$ cat config.mk
export PLATFORM = sky130hd
export DESIGN_NAME = agc_search_ctrl
export DESIGN_NICKNAME = d
export VERILOG_FILES = /design/src/rtl/agc_search_ctrl.sv
export SDC_FILE = /design/constraint.sdc
export NUM_CORES = 1
export LEC_CHECK = 0
export ABC_AREA = 1
export CAP_MARGIN = 5
export CORE_UTILIZATION = 43
export CTS_CLUSTER_SIZE = 14
export DETAILED_ROUTE_END_ITERATION = 12
export PLACE_DENSITY_LB_ADDON = 0.12
export SYNTH_ARGS = -nofsm -noshare
export SYNTH_HDL_FRONTEND = slang
export SYNTH_SLANG_ARGS = --single-unit
$ cat constraint.sdc
create_clock -name clk -period 1.5 [get_ports clk]
set_input_delay 0.3 -clock clk [delete_from_list [all_inputs] [get_ports clk]]
set_output_delay 0.3 -clock clk [all_outputs]
set_load 0.01 [all_outputs]
$ cat src/rtl/agc_search_ctrl.sv
// AGC gain-search controller: steps gain until the measured peak sits inside
// [THRESH_LO, THRESH_HI], then holds lock and re-searches when the level drifts.
module agc_search_ctrl #(
  parameter int unsigned SETTLE_CYC   = 16,
  parameter logic [7:0]  THRESH_HI    = 8'd200,
  parameter logic [7:0]  THRESH_LO    = 8'd100,
  parameter int unsigned MEAS_TIMEOUT = 1024,
  parameter int unsigned MAX_ADJ      = 8,
  parameter int unsigned RELOCK_CNT   = 4
) (
  input  logic       clk,
  input  logic       RESETn,
  input  logic       start,
  input  logic       peak_valid,
  input  logic [7:0] peak_level,
  input  logic       search_done,
  output logic       gain_rst_n,
  output logic       adjust,
  output logic       up_dn,
  output logic       busy,
  output logic       locked,
  output logic       err
);

  localparam int unsigned SETTLE_W = 8;
  localparam int unsigned TMO_W    = 16;
  localparam int unsigned CNT_W    = 8;

  localparam logic [SETTLE_W-1:0] SETTLE_LAST = SETTLE_W'(SETTLE_CYC - 1);
  localparam logic [TMO_W-1:0]    TMO_LAST    = TMO_W'(MEAS_TIMEOUT - 1);
  localparam logic [CNT_W-1:0]    ADJ_MAX     = CNT_W'(MAX_ADJ);
  localparam logic [CNT_W-1:0]    OOW_LAST    = CNT_W'(RELOCK_CNT - 1);

  typedef enum logic [2:0] {
    S_IDLE, S_CLEAR, S_SETTLE, S_MEASURE, S_DECIDE, S_LOCKED, S_ERROR
  } state_t;

  state_t              r_state, w_state_nxt;
  logic [SETTLE_W-1:0] r_settle_cnt, w_settle_nxt;
  logic [TMO_W-1:0]    r_tmo_cnt, w_tmo_nxt;
  logic [CNT_W-1:0]    r_adj_cnt, w_adj_nxt;
  logic [CNT_W-1:0]    r_oow_cnt, w_oow_nxt;
  logic [7:0]          r_level, w_level_nxt;
  logic                r_gain_rst_n, r_adjust, r_up_dn, r_busy, r_locked, r_err;
  logic                w_gain_rst_n_nxt, w_adjust_nxt, w_up_dn_nxt;
  logic                w_busy_nxt, w_locked_nxt, w_err_nxt;
  logic                w_pk_hi, w_pk_oow, w_lvl_oow;

  assign w_pk_hi   = peak_level > THRESH_HI;
  assign w_pk_oow  = w_pk_hi || (peak_level < THRESH_LO);
  assign w_lvl_oow = (r_level > THRESH_HI) || (r_level < THRESH_LO);

  // The adjust decision is made as the peak is latched so the strobe is
  // registered yet coincides exactly with the DECIDE state.
  always_comb begin
    w_state_nxt  = r_state;
    w_settle_nxt = '0;
    w_tmo_nxt    = '0;
    w_adj_nxt    = r_adj_cnt;
    w_oow_nxt    = '0;
    w_level_nxt  = r_level;
    w_adjust_nxt = 1'b0;
    w_up_dn_nxt  = 1'b0;
    case (r_state)
      S_IDLE: begin
        if (start) w_state_nxt = S_CLEAR;
      end
      S_CLEAR: begin
        w_adj_nxt   = '0;
        w_state_nxt = S_SETTLE;
      end
      S_SETTLE: begin
        if (r_settle_cnt >= SETTLE_LAST) begin
          w_state_nxt = search_done ? S_LOCKED : S_MEASURE;
        end else begin
          w_settle_nxt = r_settle_cnt + SETTLE_W'(1);
        end
      end
      S_MEASURE: begin
        if (peak_valid) begin
          w_level_nxt = peak_level;
          w_state_nxt = S_DECIDE;
          if (w_pk_oow && (r_adj_cnt < ADJ_MAX)) begin
            w_adjust_nxt = 1'b1;
            w_up_dn_nxt  = !w_pk_hi;
          end
        end else if (r_tmo_cnt >= TMO_LAST) begin
          w_state_nxt = S_ERROR;
        end else begin
          w_tmo_nxt = r_tmo_cnt + TMO_W'(1);
        end
      end
      S_DECIDE: begin
        if (!w_lvl_oow) begin
          w_state_nxt = S_LOCKED;
        end else if (r_adj_cnt < ADJ_MAX) begin
          w_adj_nxt   = r_adj_cnt + CNT_W'(1);
          w_state_nxt = S_SETTLE;
        end else begin
          w_state_nxt = S_ERROR;
        end
      end
      S_LOCKED: begin
        w_oow_nxt = r_oow_cnt;
        if (start) begin
          w_state_nxt = S_CLEAR;
        end else if (peak_valid) begin
          if (!w_pk_oow) begin
            w_oow_nxt = '0;
          end else if (r_oow_cnt >= OOW_LAST) begin
            w_state_nxt = S_CLEAR;
          end else begin
            w_oow_nxt = r_oow_cnt + CNT_W'(1);
          end
        end
      end
      S_ERROR: begin
        if (start) w_state_nxt = S_CLEAR;
      end
      default: w_state_nxt = S_IDLE;
    endcase

    w_gain_rst_n_nxt = (w_state_nxt != S_CLEAR);
    w_busy_nxt       = (w_state_nxt == S_CLEAR) || (w_state_nxt == S_SETTLE) ||
                       (w_state_nxt == S_MEASURE) || (w_state_nxt == S_DECIDE);
    w_locked_nxt     = (w_state_nxt == S_LOCKED);
    w_err_nxt        = (w_state_nxt == S_ERROR);
  end

  // State, counters and registered outputs.
  always_ff @(posedge clk) begin
    if (!RESETn) begin
      r_state      <= S_IDLE;
      r_settle_cnt <= '0;
      r_tmo_cnt    <= '0;
      r_adj_cnt    <= '0;
      r_oow_cnt    <= '0;
      r_level      <= '0;
      r_gain_rst_n <= 1'b1;
      r_adjust     <= 1'b0;
      r_up_dn      <= 1'b0;
      r_busy       <= 1'b0;
      r_locked     <= 1'b0;
      r_err        <= 1'b0;
    end else begin
      r_state      <= w_state_nxt;
      r_settle_cnt <= w_settle_nxt;
      r_tmo_cnt    <= w_tmo_nxt;
      r_adj_cnt    <= w_adj_nxt;
      r_oow_cnt    <= w_oow_nxt;
      r_level      <= w_level_nxt;
      r_gain_rst_n <= w_gain_rst_n_nxt;
      r_adjust     <= w_adjust_nxt;
      r_up_dn      <= w_up_dn_nxt;
      r_busy       <= w_busy_nxt;
      r_locked     <= w_locked_nxt;
      r_err        <= w_err_nxt;
    end
  end

  assign gain_rst_n = r_gain_rst_n;
  assign adjust     = r_adjust;
  assign up_dn      = r_up_dn;
  assign busy       = r_busy;
  assign locked     = r_locked;
  assign err        = r_err;

endmodule

==> impl_metrics.toml, run 1 <==
[status]
outcome = "complete, no violations"

[sta]
hold_viol = 0
fmax_mhz = 681
setup_viol = 0
period_share = 0.980
grt_setup_unrepaired = "yes"
period_needed_ns = 1.47
clock_skew_ns = 0.00873
tns_ns = 0
drv_slew = 0
finalWorstSetupSlack_ns = 0.0307
whs_ns = 0.374

[setup_path]
r2r-start = "r_settle_cnt[1]$_SDFF_PP0_"
path_delay_family = "buffers and inverters"
crit_buf_inv = 1
start_kind = "flip-flop"
critical_path_class = "reg -> out"
startpoint = "err$_SDFF_PN0_"
crit_chain = "clkdlybuf4s50_1"
crit_required_ns = 1.20
cp-end-kind = "output port"
slowest_stage = "clkdlybuf4s50_1"
max_stage_delay_ns = 0.53
worstPathArrival_ns = 1.17
crit_fanout = 1

[global_routing]
overflow = 0
grt_max_degree = 15
antenna_found_initial = 0
grt_pass1_vias = 1759
grt_pass1_wl_mm = 7.03
track_usage = 0.169

[yosys]
yosys-top-cells-area = "dfxtp_1, nand2_1, nor2_1"
synth_area_mm2 = 0.00232
ys.flop_type = "dfxtp_1"
synth.avg_cell_area_um2 = 7.34
synthArstFlopShare = 0
synth_edf_count = 0
synth_top_area_frac = 0.492
ys_seq_area_frac = 0.492
yosys_warnings = 0
synth_commonest_cells = "nand2_1, dfxtp_1, nor2_1"
synth_seq_cells = 57
synth_most_common_cell = "nand2_1"
synth_top_area_cell = "dfxtp_1"
syn_inst = 316
netlist-cell-type-count = 26

[final_layout]
instances_no_fill = 456
fillers = 508
n_antenna_cell = 0
area_growth_pct = 35.1
fin_nets = 398
drive_above_1_share = 0.223

[clock_tree]
clkLatencyLatePin_ns = 0.32
htreeDepth = 3
tritoncts = "built"
cts.reportedPaths.clkPinSlew_ns = 0.06
clockBufferDepth = 2
root_buffer = "clkbuf_8"
clock_sinks = 57
cts_buffers = 9

[die]
core.rowCount = 26
die-area_mm2 = 0.00569
die_w_um = 75.4
die_h_um = 75.4
initial_core_util = 0.451
ios = 19
coreArea_mm2 = 0.00514

[drt]
dr.pass1.iters = 4
drt_iter0_markers = 69
vias = 2001
drtAntennaViolNets = 0
wire_per_inst_um = 9.82
drt-total-wl_mm = 4.48
drc = 0
viasPerCell = 4.39

[placement]
dp_cells = 436
place_hpwl_mm = 3.27
port_buffers = 18
post-place-ws_ns = -0.321
gp_congestion = 0.829

[power]
power_mw = 3.28
peakVddDrop_uv = 594
power_density_mw_per_mm2 = 1050
leakage_nw = 1.43

[hold_path]
hp-class = "in -> reg"
min-delay-start = "peak_level[3]"

[flow_run]
cap_violations = 0
[worst reg2reg max path, cell delays in order, from the launching register on]
cell	delay, ns
dfxtp_2	0.32
ha_2	0.19
nand3_2	0.09
nand3_2	0.08
and2_1	0.15
nor2_1	0.08
nand2_1	0.06
nor2_2	0.13
nand2_1	0.09
nor2_1	0.10
nor2_1	0.05
[cell families (layout without fill, tap and decap cells)]
group / count (synthesis) / count (layout) / synth area share
and+or+nand+nor: 170 / 170 / 0.313
DFF: 57 / 57 / 0.492
buffers and inverters: 50 / 111 / 0.0820
AOI/OAI and AO/OA: 27 / 27 / 0.0631
xor gates and xnor gates: 7 / 7 / 0.0264
adders and majority gates: 4 / 4 / 0.0216
other: 1 / 10 / 0.00162
[through the flow]
| stage | area, um2 | util |
|---|---|---|
| floorplan | 2350 | - |
| detailed placement | 2800 | 0.544 |
| finish | 3130 | 0.610 |
| global placement | 2800 | 0.544 |
| CTS | 2990 | 0.581 |
| global route | 3130 | 0.610 |
[state kept, by name (all words and copies together) (netlist names)]
name and cells:
r_tmo_cnt 16, r_adj_cnt 8, r_level 8, r_oow_cnt 8, r_settle_cnt 8, r_state 3, adjust 1, busy 1
err 1, gain_rst_n 1, locked 1, up_dn 1
[where the power goes]
group	internal (mW)	total (mW)	switching, mW
sequential	1.57	1.61	0.0415
clock	0.682	1.23	0.547
combinational	0.196	0.432	0.236
total	2.45	3.28	0.825
[metal layers]
layer	vias up	track usage	routed length [um]
met5	-	0	0
met4	0	0.105	53
met3	4	0.0489	145
met2	16	0.275	2160
met1	883	0.197	2120
li1	1098	-	-
[path summary, 6_finish.rpt]
path,end,slack [ns],cells past startpoint
hold / removal,r_level[3]$_SDFFE_PN0P_,0.37,3
hold reg to reg,r_oow_cnt[5]$_SDFFE_PN0P_,0.44,2
setup / recovery,err,0.03,1
setup reg to reg,busy$_SDFF_PN0_,0.05,10
[layout make-up]
type,instances,area [um2],area share
Sequential cell,57,1150,0.367
Multi-Input combinational cell,218,1130,0.360
Timing Repair Buffer,47,412,0.131
Inverter,48,183,0.0583
Clock buffer,13,159,0.0507
Tap cell,70,87.6,0.0280
Clock inverter,3,15.0,0.00479
[repair_timing]
item / in CTS / in global routing
hold buffers: 0 / 0
endpoints found under the hold margin: 0 / 0
resized for setup: 3 / 40
pin swaps: 1 / 9
buffers inserted: 1 / 3
setup endpoints to repair: 4 / 35
[cells in the final DEF, fill, tap and decap left out, types with 11 or more instances in the layout]
cell             Yosys  final
nand2_1             73     63
nor2_1              56     54
dfxtp_1             57     51
inv_1               42     40
buf_4                0     29
nand3_1             22     18
a21oi_1             16     14
nand2_2              2     11
clkbuf_8             0     11
clkdlybuf4s50_1      0     11
(Power assumes the default switching activity.)
==> run 2: changes to the inputs <==
Settings changed: CORE_ASPECT_RATIO from default to 0.8, CTS_CLUSTER_SIZE 14 to default.
==> impl_metrics.toml, run 2 (same netlist as run 1, synthesis figures left out) <==
[status]
outcome = "complete, no violations"

[die]
die_w_um = 84.1
die_h_um = 67.7
coreArea_mm2 = 0.00509
core.rowCount = 23
ios = 19
initial_core_util = 0.455
die-area_mm2 = 0.00569

[clock_tree]
cts_buffers = 9
root_buffer = "clkbuf_8"
cts_hold_buf = 0
clockBufferDepth = 2
tritoncts = "built"
cts.reportedPaths.clkPinSlew_ns = 0.07
clkLatencyLatePin_ns = 0.34
clock_sinks = 57
htreeDepth = 3

[setup_path]
path_delay_family = "simple AND/OR/NAND/NOR gates"
crit_required_ns = 1.73
crit_top_cell = "nor2_1"
crit_chain = "ha_4, nand3_2, nand3_2, and2_1, nor2_1, nand2_1, nor2_2, nand2_1, nor2_1, nor2_1"
max_stage_delay_ns = 0.33
worstPathArrival_ns = 1.69
cp-end-kind = "flip-flop"
start_kind = "flip-flop"
slowest_stage = "dfxtp_2"
crit_fanout = 4
critical_path_class = "reg -> reg"
crit_buf_inv = 0

[sta]
fmax_mhz = 686
period_share = 0.972
hold_viol = 0
grt_setup_unrepaired = "yes"
clock_skew_ns = 0.00435
period_needed_ns = 1.46
setup_viol = 0
finalWorstSetupSlack_ns = 0.0420
drv_slew = 0
tns_ns = 0

[power]
leakage_nw = 1.40
power_density_mw_per_mm2 = 1080
peakVddDrop_uv = 783
power_mw = 3.32

[drt]
dr.pass1.iters = 4
wire_per_inst_um = 10.2
drt-total-wl_mm = 4.51
drc = 0
drt_iter0_markers = 44
viasPerCell = 4.49
drtAntennaViolNets = 0
vias = 1995

[global_routing]
antenna_found_initial = 0
overflow = 0
grt_pass1_wl_mm = 7.60
track_usage = 0.179
grt_pass1_vias = 1742
grt_max_degree = 13

[final_layout]
area_growth_pct = 32.9
final_area_mm2 = 0.00308
top_register = "r_tmo_cnt"
layout_common_cells = "nand2_1, nor2_1, dfxtp_1, inv_1, buf_4"
n_antenna_cell = 0
drive_above_1_share = 0.212
fin_nets = 394
layout_commonest_cell = "nand2_1"
largest_reg_flops = 16

[placement]
post-place-ws_ns = -0.352
place_hpwl_mm = 3.23
port_buffers = 18
placedInstanceArea_mm2 = 0.00277
gp_congestion = 0.778

[flow_run]
cap_violations = 0

[hold_path]
hp-class = "in -> reg"
## run 2: changes by cell type in the layout (fill, tap and decap cells not counted), sizes merged
| cell | change |
|---|---|
| buf | -4 |
| clkinvlp | +5 |
| clkinv | -3 |
| clkbuf | -4 |
| inv | +2 |
## run 2: metrics by stage
stage / instances / utilization / hold slack [ns]
3_3_place_gp: 425 / 0.543 / 0.425
6_report: 444 / 0.605 / 0.344
4_1_cts: 442 / 0.585 / 0.440
2_1_floorplan: 325 / - / 0.417
5_1_grt: 444 / 0.605 / 0.348
3_5_place_dp: 425 / 0.543 / 0.428
## run 2: layout make-up
type,instances,area [um2]
Multi-Input combinational cell,218,1100
Clock inverter,7,55.1
Inverter,48,185
Sequential cell,57,1150
Clock buffer,9,124
Fill cell,462,2010
Tap cell,62,77.6
Timing Repair Buffer,43,382
## run 2: path summary, 6_finish.rpt
kind | cells after the start | slack [ns] | startpoint | to
hold / removal | 3 | 0.34 | peak_level[5] | r_level[5]$_SDFFE_PN0P_
hold reg to reg | 2 | 0.44 | r_adj_cnt[7]$_SDFFE_PN0P_ | r_adj_cnt[7]$_SDFFE_PN0P_
setup reg to reg | 10 | 0.04 | r_settle_cnt[0]$_SDFF_PP0_ | busy$_SDFF_PN0_
setup / recovery | 10 | 0.04 | r_settle_cnt[0]$_SDFF_PP0_ | busy$_SDFF_PN0_
## run 2: where the power goes
group	switching (mW)	leakage, nW	internal (mW)
Clock	0.659	0.0745	0.607
Sequential	0.0461	0.468	1.57
Combinational	0.243	0.858	0.189
## run 2: worst register-to-register path: cells and delay by family (launching register included)
kind	cells	cell delay [ns]
adder cells (fa/ha/maj)	1	0.16
flip-flops	1	0.33
AND/OR/NAND/NOR	9	0.88
## run 2: per-layer routing
metal	track usage	wire length, um	vias up
met1	0.226	2320	862
met4	0.0841	81	0
li1	-	-	1094
met5	0	0	-
met2	0.270	1940	30
met3	0.0733	167	9
## run 2: what timing repair did
| action | 4_1_cts | 5_1_grt |
|---|---|---|
| buffers inserted | 1 | 2 |
| gates resized for setup | 8 | 32 |
| pin swaps | 6 | 8 |
| setup endpoints to repair | 7 | 33 |
==> run 3: changes to the inputs <==
Settings changed: SETUP_SLACK_MARGIN from default to 0.02.
==> impl_metrics.toml, run 3 (same netlist as run 1, synthesis figures left out) <==
[setup_path]
r2r-start = "r_settle_cnt[0]$_SDFF_PP0_"
path_delay_family = "simple AND/OR/NAND/NOR gates"
crit_top_cell = "nor2_1"
cp-end-kind = "flip-flop"
start_kind = "flip-flop"
crit_required_ns = 1.73
crit_fanout = 4
crit_chain = "ha_4, nand3_2, nand3_2, and2_1, nor2_1, nand2_1, nor2_2, nand2_1, nor2_1, nor2_1"
crit_buf_inv = 0
r2r_cells = 10
slowest_stage = "dfxtp_2"
max_stage_delay_ns = 0.33
rr_endpoint = "busy$_SDFF_PN0_"
worstPathArrival_ns = 1.71
reg2reg_slack_ns = 0.03
critical_path_class = "reg -> reg"

[power]
power_density_mw_per_mm2 = 1070
comb_power_share = 0.130
p_int_mw = 2.37
p_sw_frac = 0.288
peakVddDrop_uv = 784
clkPwrFrac = 0.382
power.switching_mw = 0.957
leakage_nw = 1.36
seqPwrFrac = 0.487

[sta]
finalWorstSetupSlack_ns = 0.0268
drv_slew = 0
period_share = 0.982
grt_setup_unrepaired = "yes"
period_needed_ns = 1.47
tns_ns = 0
whs_ns = 0.341
hold_viol = 0
setup_viol = 0
fmax_mhz = 679
clock_skew_ns = 0.00446

[flow_run]
cap_violations = 0

[die]
ios = 19
coreArea_mm2 = 0.00509
initial_core_util = 0.455
die_w_um = 84.1
core.rowCount = 23
die_h_um = 67.7
die-area_mm2 = 0.00569

[global_routing]
track_usage = 0.179
grt_pass1_vias = 1742
grt_max_degree = 13
overflow = 0
antenna_found_initial = 0
grt_pass1_wl_mm = 7.60

[status]
outcome = "complete, no violations"

[clock_tree]
cts_buffers = 9
htreeDepth = 3
cts.reportedPaths.clkPinSlew_ns = 0.07
tritoncts = "built"
cts_hold_buf = 0
root_buffer = "clkbuf_8"
clkLatencyLatePin_ns = 0.34
clock_sinks = 57
clockBufferDepth = 2

[final_layout]
layout_commonest_cell = "nand2_1"
layout_common_cells = "nand2_1, nor2_1, dfxtp_1, inv_1, buf_4"
fin_nets = 395
drive_above_1_share = 0.232
top_register = "r_tmo_cnt"
largest_reg_flops = 16
instances_no_fill = 445
n_antenna_cell = 0
area_growth_pct = 33.5

[hold_path]
min-delay-start = "peak_level[5]"
min_to = "r_level[5]$_SDFFE_PN0P_"
hp-class = "in -> reg"
hold_depth = 3

[drt]
vias = 1983
drt_iter0_markers = 43
dr.pass1.iters = 4
wire_per_inst_um = 10.2
drc = 0
viasPerCell = 4.46
drtAntennaViolNets = 0
drt-total-wl_mm = 4.54

[placement]
post-place-ws_ns = -0.352
place_hpwl_mm = 3.23
gp_congestion = 0.778
dp_cells = 425
port_buffers = 18
==> run 3: changes by cell type in the layout (fill, tap and decap cells not counted), sizes merged <==
cell,previous run,this run
dlygate4sd2,1,5
dlymetal6s2s,6,2
buf,25,26
==> run 3: per-layer routing <==
metal  GRT usage  vias to the layer above  wire length, um
met3      0.0733                       10              140
met2       0.270                       20             1930
met4      0.0841                        0               94
li1            -                     1093                -
met1       0.226                      860             2370
met5           0                        -                0
==> run 3: worst min-delay path, stage by stage <==
cell,delay (ns)
dlymetal6s2s_1,0.14
o21ai_0,0.10
a21oi_1,0.10
==> run 3: worst max-delay path by stage <==
stage	slack (ns)	startpoint	to	depth (start not counted)
2_1_floorplan	0.08	r_tmo_cnt[0]$_SDFF_PP0_	busy$_SDFF_PN0_	10
3_3_place_gp	-0.28	peak_level[5]	gain_rst_n$_SDFF_PN1_	11
4_1_cts	0.0003	r_settle_cnt[1]$_SDFF_PP0_	busy$_SDFF_PN0_	10
3_5_place_dp	-0.35	peak_level[5]	gain_rst_n$_SDFF_PN1_	11
6_report	0.03	r_settle_cnt[0]$_SDFF_PP0_	busy$_SDFF_PN0_	10
5_1_grt	-0.06	r_settle_cnt[0]$_SDFF_PP0_	busy$_SDFF_PN0_	10
==> run 3: per-stage QoR <==
step | cell area (um2) | util | total power [mW]
after floorplan | 2350 | - | 1.88
after global placement | 2770 | 0.543 | 2.04
after detailed placement | 2770 | 0.543 | 2.04
after CTS | 2980 | 0.584 | 3.31
after global routing | 3100 | 0.608 | 3.48
final | 3100 | 0.608 | 3.32
==> run 3: cell type report <==
cell class	instances	area [um2]
Timing Repair Buffer	44	374
Tap cell	62	77.6
Multi-Input combinational cell	218	1130
Sequential cell	57	1150
Clock buffer	9	124
Inverter	48	185
Fill cell	463	2000
Clock inverter	7	55.1
==> run 3: power by group through the flow <==
stage	logic (mW)	registers, mW	clock network (mW)
floorplan	0.231	1.65	0
global placement	0.388	1.65	0
CTS	0.390	1.62	1.30
global route	0.486	1.63	1.37
finish	0.433	1.62	1.27
detailed placement	0.391	1.65	0
==> run 3: timing repair <==
item | 4_1_cts | 5_1_grt
endpoints found under the hold margin | 0 | 0
setup endpoints to repair | 12 | 30
pin swaps | 7 | 12
resized for setup | 13 | 34
buffers inserted | 1 | 3
==> variant 1, RTL diff (settings of run 1) <==
Register the output `locked` once more, cleared by the reset; this adds one clock of latency there. The other outputs are not delayed to match.
--- a/src/rtl/agc_search_ctrl.sv
+++ b/src/rtl/agc_search_ctrl.sv
@@ -162,7 +162,13 @@
   assign adjust     = r_adjust;
   assign up_dn      = r_up_dn;
   assign busy       = r_busy;
-  assign locked     = r_locked;
+  always_ff @(posedge clk) begin
+    if (!RESETn) begin
+      locked <= '0;
+    end else begin
+      locked <= r_locked;
+    end
+  end
   assign err        = r_err;
 
 endmodule
Behaviour: no difference found for any inputs over 10 cycles, from zero or initial values and one cycle with RESETn low; that may be too few to reach the edited logic, so the function may still have changed.
==> variant 1 against run 1 <==
Synthesized area increased by 1.5%. Wire length decreased by 0.60%. Sequential cell count increased by 1. Worst setup slack improved by 0.018 ns. Sequential power increased by 2%. First-iteration DRC count decreased by 32%. Sequential share of layout area decreased by 0.064 points. Design area increased by 2.4%. Core utilization increased by 0.66 points. Total power increased by 4.9%. Fmax increased by 1.2%.
==> variant 1: results (changes against run 1) <==
Parameter                              Value

Synth
  Sequential area share after synthesis    49.3% (+0.12 points)
  Syn Inst Count    319 (+0.95%)
  Synth async-reset ratio    0% (unchanged)
  Cell types occupying the most area after synthesis    dfxtp_1, nand2_1, nor2_1
  Cell types with the highest counts after synthesis    nand2_1, dfxtp_1, nor2_1
  Warning count from the yosys run    0 (unchanged)
  Main synth FF type    dfxtp_1

GRT
  Residual overflow from global routing    0 (unchanged)
  Vias in the first global route    1872 (+6.4%)
  Overall track demand over capacity in global routing    16.5% (-0.42 points)
  Pin count of the biggest net entering global routing    13 (-2)
  First-pass GRT wire length    7600 µm (+8.0%)

Route
  Final wirelength    4450 µm (-0.60%)
  Detailed router's first-iteration violation count    47 (-32%)
  Via-per-instance ratio    4.38 (about the same)
  Routed wire per std cell    9.76 µm (-0.60%)
  Detailed-routing iteration count for the pre-antenna-repair pass    4 (unchanged)

Power
  P_leak    0.00140 µW (-2.1%)
  Peak supply drop    0.793 mV (+34%)
  Sw Share    25.3% (+0.10 points)

Outcome
  Result of the run    finished clean

Setup path
  Critical Path Fanout Max    1 (unchanged)
  WP data arrival    1.15 ns (-0.02 ns)
  Family of cells with the greatest summed delay on the critical path    buffers and inverters
  Reg2Reg Depth    11 (+1)

Final layout
  Share of final-layout standard cells stronger than drive strength 1    25.1% (+2.8 points)
  Register name with the most flops    r_tmo_cnt
  Max reg flops    16 (unchanged)
  Layout fillers    481 (-5.3%)

Placement
  Placement Cell Area    0.00283 mm² (+1.2%)
  PortBufs    18 (unchanged)
  HPWL Detailed    3190 µm (-2.2%)
  Placed insts    437 (+0.23%)
  Routability Congestion    0.814 (-1.8%)
  Pre-CTS setup slack    -0.316 ns (+0.00519 ns)

CTS
  Clock latency on the worst-skew pair    0.32 ns (about the same)
  Clock Path Buffers    2 (unchanged)
  Clock slew seen by the registers of the worst setup and hold paths    0.06 ns (about the same)

Timing
  Worst Clk Skew    0.00436 ns (-0.00437 ns)
  Setup violators final    0 (unchanged)

Hold path
  Count of cells along the worst hold path    3 (unchanged)
  Kind of path behind the tightest hold check    input pin to flop
[variant 1: layer usage]
metal	GRT usage [%]	share of wire, %	up-vias
met4	7.50	0.56	0
met1	19.4	48	875
met2	26.8	48	18
met3	5.99	2.9	2
li1	-	-	1104
met5	0	0	-
[variant 1: cells by family after synthesis]
logic type	synth area share [%]
other	0.159
xor gates and xnor gates	2.61
buffers and inverters	7.92
and+or+nand+nor	31.6
AOI/OAI and AO/OA	6.22
adders and majority gates	2.13
DFF	49.3
[variant 1: worst reg2reg max path, delay by kind of cell, from the launching register on]
kind | cells | cell delay (ns)
and+or+nand+nor | 10 | 0.86
DFF | 1 | 0.33
adders and majority gates | 1 | 0.16
[variant 1: timing repair]
action	4_1_cts	5_1_grt
resized for setup	3	55
pin swaps	1	16
setup endpoints to repair	4	37
buffers inserted	1	3
[variant 1: path summary, 6_finish.rpt]
path	slack (ns)	end	from
min reg2reg	0.43	locked	r_locked
max	0.05	adjust	adjust
min	0.34	r_level[3]	peak_level[3]
max reg2reg	0.09	busy	r_settle_cnt[1]
[variant 1: final cells by class]
class | count | area [µm²] | area share, %
clock buffers | 10 | 128 | 3.98
clock inverters | 6 | 57.6 | 1.79
inverters | 47 | 179 | 5.58
multi-input cells | 221 | 1180 | 36.9
flip-flops and latches | 58 | 1170 | 36.6
well taps | 70 | 87.6 | 2.73
repair buffers | 44 | 399 | 12.4
[variant 1: power by group through the flow]
stage / clock [µW] / sequential [µW] / combinational, µW
after floorplan: 0 / 1680 / 238
after global placement: 0 / 1680 / 404
after detailed placement: 0 / 1680 / 408
after CTS: 1390 / 1640 / 417
after global routing: 1450 / 1650 / 511
final: 1340 / 1650 / 453
==> variant 2, RTL diff (flow settings as in run 1) <==
Without the edit above. `TMO_W`: 16 -> 32.
--- a/src/rtl/agc_search_ctrl.sv
+++ b/src/rtl/agc_search_ctrl.sv
@@ -23,7 +23,7 @@
 );
 
   localparam int unsigned SETTLE_W = 8;
-  localparam int unsigned TMO_W    = 16;
+  localparam int unsigned TMO_W    = 32;
   localparam int unsigned CNT_W    = 8;
 
   localparam logic [SETTLE_W-1:0] SETTLE_LAST = SETTLE_W'(SETTLE_CYC - 1);
Check against the original RTL: no difference found for any inputs over 10 cycles, from zero or initial values and one cycle with RESETn low; that may be too few to reach the edited logic, so the function may still have changed.
==> variant 2 against run 1 <==
Clock skew decreased by 0.0020 ns. Wire length increased by 4.6%. Design area is 13% higher. Critical path depth rose by 9. Critical endpoint is now r_oow_cnt[0]. Register-to-register slack about the same. Synthesized area increased by 17%. Fmax is essentially flat. Worst setup slack got worse by 0.00054 ns. Sequential cell count grew 16.
Power is not compared: it rests on default switching activity, and its combinational part moved more than twofold at a synthesized area within 25%.
==> variant 2: results (changes against run 1) <==
Parameter                              Value

Setup path
  Cell with the largest stage delay on the worst path    clkdlybuf4s50_1
  Family of cells with the greatest summed delay on the critical path    simple AND/OR/NAND/NOR gates
  Delay contributed by the slowest stage of the critical path    0.50 ns (-0.03 ns)
  Critical Path Fanout Max    4 (+3)
  WP data arrival    1.73 ns (+0.56 ns)

Synth
  Cell types occupying the most area after synthesis    dfxtp_1, nand2_1, nor2_1
  Unique cell type count in the Yosys netlist    32 (+23%)
  Synth async-reset ratio    0% (unchanged)
  Sequential area share after synthesis    53.8% (+4.6 points)
  Warning count from the yosys run    0 (unchanged)
  Cell types with the highest counts after synthesis    dfxtp_1, nand2_1, nor2_1

Placement
  Pre-CTS setup slack    -0.402 ns (-0.0815 ns)
  HPWL Detailed    3450 µm (+5.7%)
  Routability Congestion    0.782 (-5.6%)
  PortBufs    18 (unchanged)

Final layout
  Max reg flops    32 (+16)
  N_diodes    0 (unchanged)
  Total Nets Final    421 (+5.8%)
  Share of final-layout standard cells stronger than drive strength 1    21.6% (-0.71 points)
  Register name with the most flops    r_tmo_cnt
  Layout fillers    565 (+11%)

Route
  Detailed router's first-iteration violation count    49 (-29%)
  Detailed-routing iteration count for the pre-antenna-repair pass    4 (unchanged)
  Final wirelength    4680 µm (+4.6%)
  Via-per-instance ratio    4.36 (-0.59%)

GRT
  First-pass GRT wire length    8090 µm (+15%)
  Pin count of the biggest net entering global routing    13 (-2)
  Antenna violations before repair    0 (unchanged)
  Overall track demand over capacity in global routing    16.5% (-0.43 points)
  Vias in the first global route    1944 (+11%)

CTS
  Count of H-tree levels built during CTS    3 (unchanged)
  Clock slew seen by the registers of the worst setup and hold paths    roughly 0.07 ns
  Clock Path Buffers    2 (unchanged)
  Clock latency on the worst-skew pair    approximately 0.33 ns
  CTS Buf Count    9 (unchanged)
  Root Driver    clkbuf_8

Hold path
  Kind of path behind the tightest hold check    input pin to flop

Power
  P_leak    0.00157 µW
  Peak supply drop    a little over 1 mV

Timing
  Worst Clk Skew    0.00670 ns (-0.00203 ns)

Outcome
  Result of the run    finished clean
-- variant 2: cell types whose count changed in the layout (fill, tap and decap cells not counted), sizes merged, moves of 5 or more --
cell,run 1,this run
buf,29,22
conb,10,26
dfxtp,57,73
inv,47,36
nand3,23,18
nor2,57,63
-- variant 2: cell families after synthesis --
logic type / synth area share [%]
other cells: 0.138
xor+xnor: 2.58
simple gates: 29.9
compound gates: 6.18
flops: 53.8
fa+ha+maj: 1.84
buf+inv: 5.58
-- variant 2: layer usage --
metal,share of wire [%],GRT usage (%),vias to the layer above
li1,-,-,1155
met1,51,20.5,917
met2,44,26.0,28
met3,3.8,6.11,7
met4,1.7,6.07,0
met5,0,0,-
-- variant 2: path summary, 6_finish.rpt --
check / start / to / slack, ns / cells after the start
worst max-delay path: peak_level[7] / r_oow_cnt[0] / 0.03 / 10
worst min-delay path: peak_level[6] / r_level[6] / 0.29 / 3
worst max register to register: r_tmo_cnt[0] / err / 0.05 / 10
worst min register to register: r_oow_cnt[5] / r_oow_cnt[5] / 0.44 / 2
-- variant 2: area by class of cell --
cell class / instances / area, µm² / area share [%]
well taps: 75 / 93.8 / 2.66
clock buffers: 10 / 138 / 3.90
repair buffers: 40 / 348 / 9.85
flip-flops and latches: 73 / 1470 / 41.6
multi-input cells: 244 / 1270 / 35.9
clock inverters: 5 / 80.1 / 2.27
inverters: 36 / 135 / 3.83
-- variant 2: metrics by stage --
stage / power [µW] / area, µm² / instances / hold WS (ns)
floorplan: 2810 / 2810 / 356 / 0.418
global placement: 3090 / 3220 / 466 / 0.425
detailed placement: 3090 / 3220 / 466 / 0.428
CTS: 4780 / 3470 / 482 / 0.438
global route: 5030 / 3530 / 483 / 0.318
finish: 4760 / 3530 / 483 / 0.286
-- variant 2: power breakdown --
part | leakage (µW) | internal [µW] | switching [µW]
clock network | 0.000104 | 969 | 682
logic | 0.000869 | 399 | 564
registers | 0.000602 | 2070 | 77.7
total | 0.00157 | 3430 | 1320
-- variant 2: worst min-delay path: stages --
cell and delay (ns):
dlymetal6s2s_1 0.15, nand2_1 0.08, a21oi_1 0.05
-- variant 2: timing repair --
action | 4_1_cts | 5_1_grt
pin swaps | 7 | 7
resized for setup | 17 | 21
buffers inserted | 1 | 1
setup endpoints to repair | 11 | 26
gates cloned | 0 | 0
